==> src/rtl/uart_rx_frame_ctrl.sv <==
// uart_rx_frame_ctrl: parses SOF / length / payload frames from a UART byte strobe into a 4-entry FIFO.
// Define UART_RX_FRAME_CHKSUM_EN to require a trailing XOR checksum byte (len ^ payload).
module uart_rx_frame_ctrl #(
  parameter int unsigned MAX_LEN      = 16,
  parameter int unsigned TIMEOUT_CLKS = 2048,
  parameter logic [7:0]  SOF          = 8'hA5
) (
  input  logic       clk,
  input  logic       rstn,
  input  logic       rx_done,
  input  logic [7:0] rx_data,
  output logic       out_valid,
  input  logic       out_ready,
  output logic [7:0] out_data,
  output logic       out_last,
  output logic       frame_ok,
  output logic       frame_err,
  output logic [1:0] err_code,
  output logic       busy
);

  localparam int unsigned   CW        = $clog2(TIMEOUT_CLKS);
  localparam logic [CW-1:0] TMO_MAX   = CW'(TIMEOUT_CLKS - 1);
  localparam logic [7:0]    MAX_LEN_B = 8'(MAX_LEN);
  localparam logic [1:0]    ERR_LEN   = 2'b00;
  localparam logic [1:0]    ERR_TMO   = 2'b01;
  localparam logic [1:0]    ERR_OVF   = 2'b10;
`ifdef UART_RX_FRAME_CHKSUM_EN
  localparam logic [1:0]    ERR_CHK   = 2'b11;

  typedef enum logic [1:0] {ST_IDLE, ST_LEN, ST_PAYLOAD, ST_CHK} state_t;
  logic [7:0] chk;
`else
  typedef enum logic [1:0] {ST_IDLE, ST_LEN, ST_PAYLOAD} state_t;
`endif

  state_t        state;
  logic [7:0]    len;
  logic [7:0]    rcvd;
  logic [CW-1:0] tmo_cnt;
  logic [8:0]    mem [4];
  logic [1:0]    wr_ptr;
  logic [1:0]    rd_ptr;
  logic [2:0]    count;
  logic          fifo_full;
  logic          pop;
  logic          push;
  logic          tmo_hit;
  logic          pay_last;

  assign fifo_full = (count == 3'd4);
  assign pop       = out_valid && out_ready;
  assign tmo_hit   = (state != ST_IDLE) && !rx_done && (tmo_cnt == TMO_MAX);
  // Remaining count is derived as len - rcvd rather than kept as a separate down-counter.
  assign pay_last  = ((len - rcvd) == 8'd1);
  assign push      = rx_done && (state == ST_PAYLOAD) && (!fifo_full || pop);

  always_ff @(posedge clk) begin
    if (!rstn) begin
      state     <= ST_IDLE;
      busy      <= 1'b0;
      len       <= '0;
      rcvd      <= '0;
      tmo_cnt   <= '0;
      frame_ok  <= 1'b0;
      frame_err <= 1'b0;
      err_code  <= '0;
`ifdef UART_RX_FRAME_CHKSUM_EN
      chk       <= '0;
`endif
    end else begin
      frame_ok  <= 1'b0;
      frame_err <= 1'b0;
      err_code  <= '0;
      tmo_cnt   <= (state == ST_IDLE || rx_done) ? '0 : tmo_cnt + 1'b1;
      if (tmo_hit) begin
        state     <= ST_IDLE;
        busy      <= 1'b0;
        frame_err <= 1'b1;
        err_code  <= ERR_TMO;
      end else if (rx_done) begin
        case (state)
          ST_IDLE: begin
            if (rx_data == SOF) begin
              state <= ST_LEN;
              busy  <= 1'b1;
            end
          end
          ST_LEN: begin
            if (rx_data == 8'd0 || rx_data > MAX_LEN_B) begin
              state     <= ST_IDLE;
              busy      <= 1'b0;
              frame_err <= 1'b1;
              err_code  <= ERR_LEN;
            end else begin
              len   <= rx_data;
              rcvd  <= '0;
              state <= ST_PAYLOAD;
`ifdef UART_RX_FRAME_CHKSUM_EN
              chk   <= rx_data;
`endif
            end
          end
          ST_PAYLOAD: begin
            if (!push) begin
              state     <= ST_IDLE;
              busy      <= 1'b0;
              frame_err <= 1'b1;
              err_code  <= ERR_OVF;
            end else begin
              rcvd <= rcvd + 1'b1;
`ifdef UART_RX_FRAME_CHKSUM_EN
              chk  <= chk ^ rx_data;
              if (pay_last) state <= ST_CHK;
`else
              if (pay_last) begin
                state    <= ST_IDLE;
                busy     <= 1'b0;
                frame_ok <= 1'b1;
              end
`endif
            end
          end
`ifdef UART_RX_FRAME_CHKSUM_EN
          ST_CHK: begin
            state <= ST_IDLE;
            busy  <= 1'b0;
            if (rx_data == chk) begin
              frame_ok <= 1'b1;
            end else begin
              frame_err <= 1'b1;
              err_code  <= ERR_CHK;
            end
          end
`endif
          default: begin
            state <= ST_IDLE;
            busy  <= 1'b0;
          end
        endcase
      end
    end
  end

  // Payload FIFO is not flushed on abort; only reset clears it.
  always_ff @(posedge clk) begin
    if (!rstn) begin
      wr_ptr <= '0;
      rd_ptr <= '0;
      count  <= '0;
      mem    <= '{default: '0};
    end else begin
      if (push) begin
        mem[wr_ptr] <= {pay_last, rx_data};
        wr_ptr      <= wr_ptr + 1'b1;
      end
      if (pop) rd_ptr <= rd_ptr + 1'b1;
      case ({push, pop})
        2'b10:   count <= count + 1'b1;
        2'b01:   count <= count - 1'b1;
        default: count <= count;
      endcase
    end
  end

  assign out_valid           = (count != 3'd0);
  assign {out_last, out_data} = mem[rd_ptr];

endmodule
==> config.mk <==
export PLATFORM = sky130hd
export DESIGN_NAME = uart_rx_frame_ctrl
export DESIGN_NICKNAME = d
export VERILOG_FILES = /design/src/rtl/uart_rx_frame_ctrl.sv
export SDC_FILE = /design/constraint.sdc
export NUM_CORES = 1
export LEC_CHECK = 0
export CORE_UTILIZATION = 35
export CTS_BUF_LIST = sky130_fd_sc_hd__clkbuf_4 sky130_fd_sc_hd__clkbuf_8
export DETAILED_ROUTE_END_ITERATION = 12
export SLEW_MARGIN = 5
export SYNTH_ARGS = -nofsm -noshare
export SYNTH_HDL_FRONTEND = slang
export SYNTH_SLANG_ARGS = --single-unit
==> constraint.sdc <==
create_clock -name clk -period 5.1 [get_ports clk]
set_input_delay 1.02 -clock clk [delete_from_list [all_inputs] [get_ports clk]]
set_output_delay 1.02 -clock clk [all_outputs]
set_load 0.05 [all_outputs]
# Yosys cells after proc, flatten, opt, wreduce, memory -nomap -nowiden
# Cells that the tools add are included.
[totals] in_bits=12 elab_cells=103 out_inout_bits=15 ff_bits=77 ramBits=0 latchBits=0 mem_bits_ro=0 mem_count=0
[op_classes] div=0 shifts=0 add_sub_neg=7 bitwise_logic=8 n_eq_ne=13 multipliers=0 muxes=30 reduce_logical=25 magnitude_cmp=4
[op_table] cell="bitwise mux 36 bit" count=1
[op_table] cell="2-to-1 mux 9 bit" count=3
[op_table] cell="binary-select mux 9 bit (select 2 bit)" count=1
[op_table] cell="demux 9 bit (select 2 bit)" count=1
[op_table] cell="2-to-1 mux 8 bit" count=2
[op_table] cell="case mux 8 bit (2 select lines)" count=1
[op_table] cell="2-to-1 mux 1 bit" count=12
[op_table] cell="adder 11 x 1 -> 11 bit (second input constant)" count=1
[op_table] cell="== test 11 bit (second input constant)" count=1
[op_table] cell="2-to-1 mux 2 bit" count=5
[op_table] cell="adder 8 x 1 -> 8 bit (second input constant)" count=1
[op_table] cell="== test 8 x 1 -> 1 bit (second input constant)" count=1
[op_table] cell="== test 8 bit (second input constant)" count=1
[op_table] cell="greater-than comparator 8 x 5 -> 1 bit (second input constant)" count=1
[op_table] cell="zero test 8 bit" count=1
[op_table] cell="AND reduction 4 bit" count=2
[op_table] cell="subtractor 8 bit" count=1
[op_table] cell=">= comparator 3 bit (second input constant)" count=2
[op_table] cell="logical AND 1 bit" count=6
[op_table] cell="!= test 2 bit (second input constant)" count=3
[op_table] cell="NOT 1 bit" count=6
[op_table] cell="NOT 2 -> 3 bit" count=2
[op_table] cell="case mux 2 bit (3 select lines)" count=1
[op_table] cell="case mux 3 bit (2 select lines)" count=1
[op_table] cell="other kinds (21)" count=30

# Logic depth before layout (Yosys ltp)
[depth] word_depth=8 ltp_mapped=11 depth_no_buf=11

# Worst setup path before layout
# OpenSTA, ideal clock, no wires.
[synth_timing] kind="input-to-reg" start="in out_ready" end="reg count[2]" path_buffers=0 path_slack_ps=2301 cell_stages=9 arrival_time_ps=2724 cell_sequence="nor4b_4 > nor2_1 > inv_1 > ha_1 > inv_1 > fa_1 > xor2_1 > or3_1 > a21boi_0"
[synth_via] elab_chain_cells=5 elab_cells_between_ends=7
[synth_lines] element="start, declared" line="13" source="input logic out_ready,"
[synth_lines] element="logical AND 1 bit (*)" line="52" source="assign pop = out_valid && out_ready;"
[synth_lines] element="logical OR 1 bit" line="56" source="assign push = rx_done && (state == ST_PAYLOAD) && (!fifo_full || pop);"
[synth_lines] element="logical AND 1 bit" line="56"
[synth_lines] element="== test 2 x 1 -> 1 bit / == test 2 bit (equally long branches)" line="158" source="case ({push, pop})"
[synth_lines] element="case mux 3 bit (2 select lines) / nonzero test 2 bit (equally long branches)"
[synth_lines] element="end signal, assigned" line="159" source="2'b10: count <= count + 1'b1;"
[synth_lines] element="end signal, assigned" line="160" source="2'b01: count <= count - 1'b1;"
[synth_lines] element="end signal, assigned" line="161" source="default: count <= count;"
[synth_lines] element="end, declared" line="44" source="logic [2:0] count;"
# Every way passes the cells marked *; elsewhere a longest branch is shown, timed or not.
# A chain may end at the register's enable or synchronous reset.

# Final worst setup path
[layout_timing] start="reg rd_ptr[0]" end="out out_data[4]"
[layout_via] elab_chain_cells=4
[layout_lines] element="start, declared" line="43" source="logic [1:0] rd_ptr;"
[layout_lines] element="start signal, assigned" line="157" source="if (pop) rd_ptr <= rd_ptr + 1'b1;"
[layout_lines] element="NOT 2 -> 3 bit (implied by the code)" line="167" source="assign {out_last, out_data} = mem[rd_ptr];"
[layout_lines] element="binary-select mux 9 bit (select 2 bit)" line="167"
[layout_lines] element="2-to-1 mux 9 bit (implied by the code) (2 in a row)" line="167"
[layout_lines] element="end, declared" line="14" source="output logic [7:0] out_data,"
# Every way passes these cells. The select of a mux whose other input is x is not followed.

==> impl_metrics.py <==
metrics = {
    "status": {
        "outcome": "finished clean",
    },
    "drt": {
        "vias": 2973,
        "vias_per_cell": 5.11,
        "wl_per_cell_um": 14.6,
        "drt-initial-drc-count": 146,
        "drc": 0,
        "firstDrtPassIters": 6,
        "ant_nets": 0,
        "routed_wl_um": 8510,
    },
    "cts": {
        "ctsResizeCount": 0,
        "clock_path_buffers": 2,
        "cts_buffers": 9,
        "path_clk_slew_ps": 80,
        "cts_tree": "yes",
        "clkLatencyLatePin_ps": 350,
        "holdBufCountCts": 0,
        "cts-root-buf": "clkbuf_8",
        "post-cts-setup-buffer-count": 0,
        "clock_sinks": 77,
        "htreeDepth": 3,
    },
    "grt": {
        "overflow": 0,
        "antenna_found_initial": 0,
        "grt_pass1_vias": 3021,
        "grt_first_pass_wirelength_um": 14600,
        "grtUsageTotal_pct": 16.3,
        "grt_max_degree": 47,
    },
    "sta": {
        "rsz0062_at_grt": "false",
        "finalCritPeriodShare_pct": 69.2,
        "worstMarginPinSlew_ps": 1050,
        "finalSetupViolations": 0,
        "fin_crit_ps": 3530,
        "setup_ws_ps": 1570,
        "finalClockSkew_ps": 10.5,
        "slew_headroom_pct": 29.3,
        "max_freq_mhz": 283,
        "slew_violations": 0,
        "fin_hold_ws_ps": 457,
        "hold_viol": 0,
        "fin_setup_tns_ps": 0,
    },
    "layout": {
        "layout-drive-gt1-share_pct": 9.42,
        "final_util_pct": 42.6,
        "num_antenna_cells": 0,
        "nets": 473,
        "postLayoutCellArea_sq_mm": 0.00444,
        "final_cell_mix": "dfxtp_1, nand2_1, nand3_1",
        "layout_commonest_cell": "dfxtp_1",
        "area_growth_pct": 16.6,
    },
    "synth": {
        "synthFlopType": "dfxtp_1",
        "yosys_register_bits": 77,
        "synth_nets": 453,
        "synth_edf_count": 0,
        "syn_inst": 422,
        "netlist_area_sq_mm": 0.00381,
        "synth.avg_cell_area_sq_um": 9.02,
        "ys_types": 48,
        "ys_warn_count": 0,
        "seq_area_frac_synth_pct": 40.5,
        "async_flop_share_pct": 0,
    },
    "floorplanning": {
        "fp.dieW_um": 106,
        "num_rows": 37,
        "chipHeight_um": 106,
        "start_util_pct": 36.6,
        "io_pins": 27,
        "die-area_sq_mm": 0.0113,
        "core_area_sq_mm": 0.0104,
    },
    "placed_design": {
        "io_buffers": 26,
        "dpl_cell_area_sq_mm": 0.00418,
        "hpwl_um": 5940,
        "gp_congestion": 0.809,
        "dpl_worst_slack_ps": 1340,
    },
    "setup_path": {
        "path_cells": "mux4_2 > clkdlybuf4s50_1",
        "max_stage_delay_ps": 830,
        "required_ps": 4080,
        "cp_max_fo": 11,
        "cp-end-kind": "output pin",
        "cp_slowest_cell": "dfxtp_1",
        "path_class": "flop to output pin",
        "critPathArrivalTime_ps": 2510,
        "start_kind": "flop",
    },
    "power": {
        "peakVddDrop_v": 0.000161,
        "p_leak_nw": 1.51,
        "power.density_mw_per_mm2": 278,
    },
    "run": {
        "maxCapViolations": 0,
    },
    "worst_hold_path": {
        "min_path_type": "flop to flop",
    },
}
## critical path, delay by kind of cell, from the launching register on
family | cells | cell delay, ps
mux | 1 | 610
flops | 1 | 830
buf+inv | 1 | 720
## path summary, 6_finish.rpt
check | start | end | slack [ps] | cells past startpoint
worst max-delay path | rd_ptr[0] | out_data[4] | 1570 | 2
worst min register to register | tmo_cnt[0] | tmo_cnt[0] | 460 | 1
worst min-delay path | tmo_cnt[0] | tmo_cnt[0] | 460 | 1
worst max register to register | count[0] | count[2] | 2410 | 10
## metal layers
layer	part of all wire [%]	vias up	GRT usage, %
li1	-	1495	-
met2	47	42	26.9
met4	1.1	0	3.87
met5	0	-	0
met1	49	1426	21.0
met3	3.7	10	4.66
## Yosys cell counts (all sizes together) (4+ instances only)
cell     n  area [sq um]
dfxtp   77          1540
mux4     9           203
nand2   70           278
mux2i    5          50.1
nor2    27           106
xor2     9          78.8
a21boi  41           312
and2    10          62.6
nand3   44           220
clkbuf  10          37.5
xnor2   14           123
o21ai   12          60.1
ha      17           213
or3      5          31.3
inv     18          67.6
nor3     4          25.0
a21oi    8          40.0
and3     7          45.1
buf      9          38.8
## sequential cells by signal (all words and copies together) (netlist names)
| name | flops |
|---|---|
| len | 8 |
| frame_err | 1 |
| state | 2 |
| frame_ok | 1 |
| tmo_cnt | 11 |
| mem | 36 |
| count | 3 |
| busy | 1 |
| rcvd | 8 |
| wr_ptr | 2 |
| err_code | 2 |
| rd_ptr | 2 |
## through the flow
step	power (W)	std cells
floorplan	0.000629	422
global placement	0.000649	567
detailed placement	0.000649	567
CTS	0.00125	582
global route	0.00127	582
finish	0.00124	582
## cells by family (layout without fill, tap and decap cells)
family                     after synthesis  in the layout  synth area share (%)
DFF                                     77             77                  40.5
xor gates and xnor gates                23             23                  5.29
AOI/OAI and AO/OA                       72             72                  13.7
and+or+nand+nor                        180            180                  23.4
buffers and inverters                   37             61                  3.78
muxes                                   14             14                  6.64
adders and majority gates               19             19                  6.64
## final cells by class
class / instances / area [sq um]
Sequential cell: 77 / 1540
Clock inverter: 6 / 136
Multi-Input combinational cell: 308 / 2120
Tap cell: 136 / 170
Inverter: 18 / 67.6
Timing Repair Buffer: 28 / 275
Clock buffer: 9 / 124
Fill cell: 1049 / 5980
## power by group
part           total (W)  internal (W)  switching (W)  leakage, nW
Combinational  0.0000341     0.0000144      0.0000197        0.763
Clock           0.000601      0.000373       0.000228        0.126
Sequential      0.000601      0.000601    0.000000107        0.620
No activity file was read; power rests on OpenSTA's default activity.
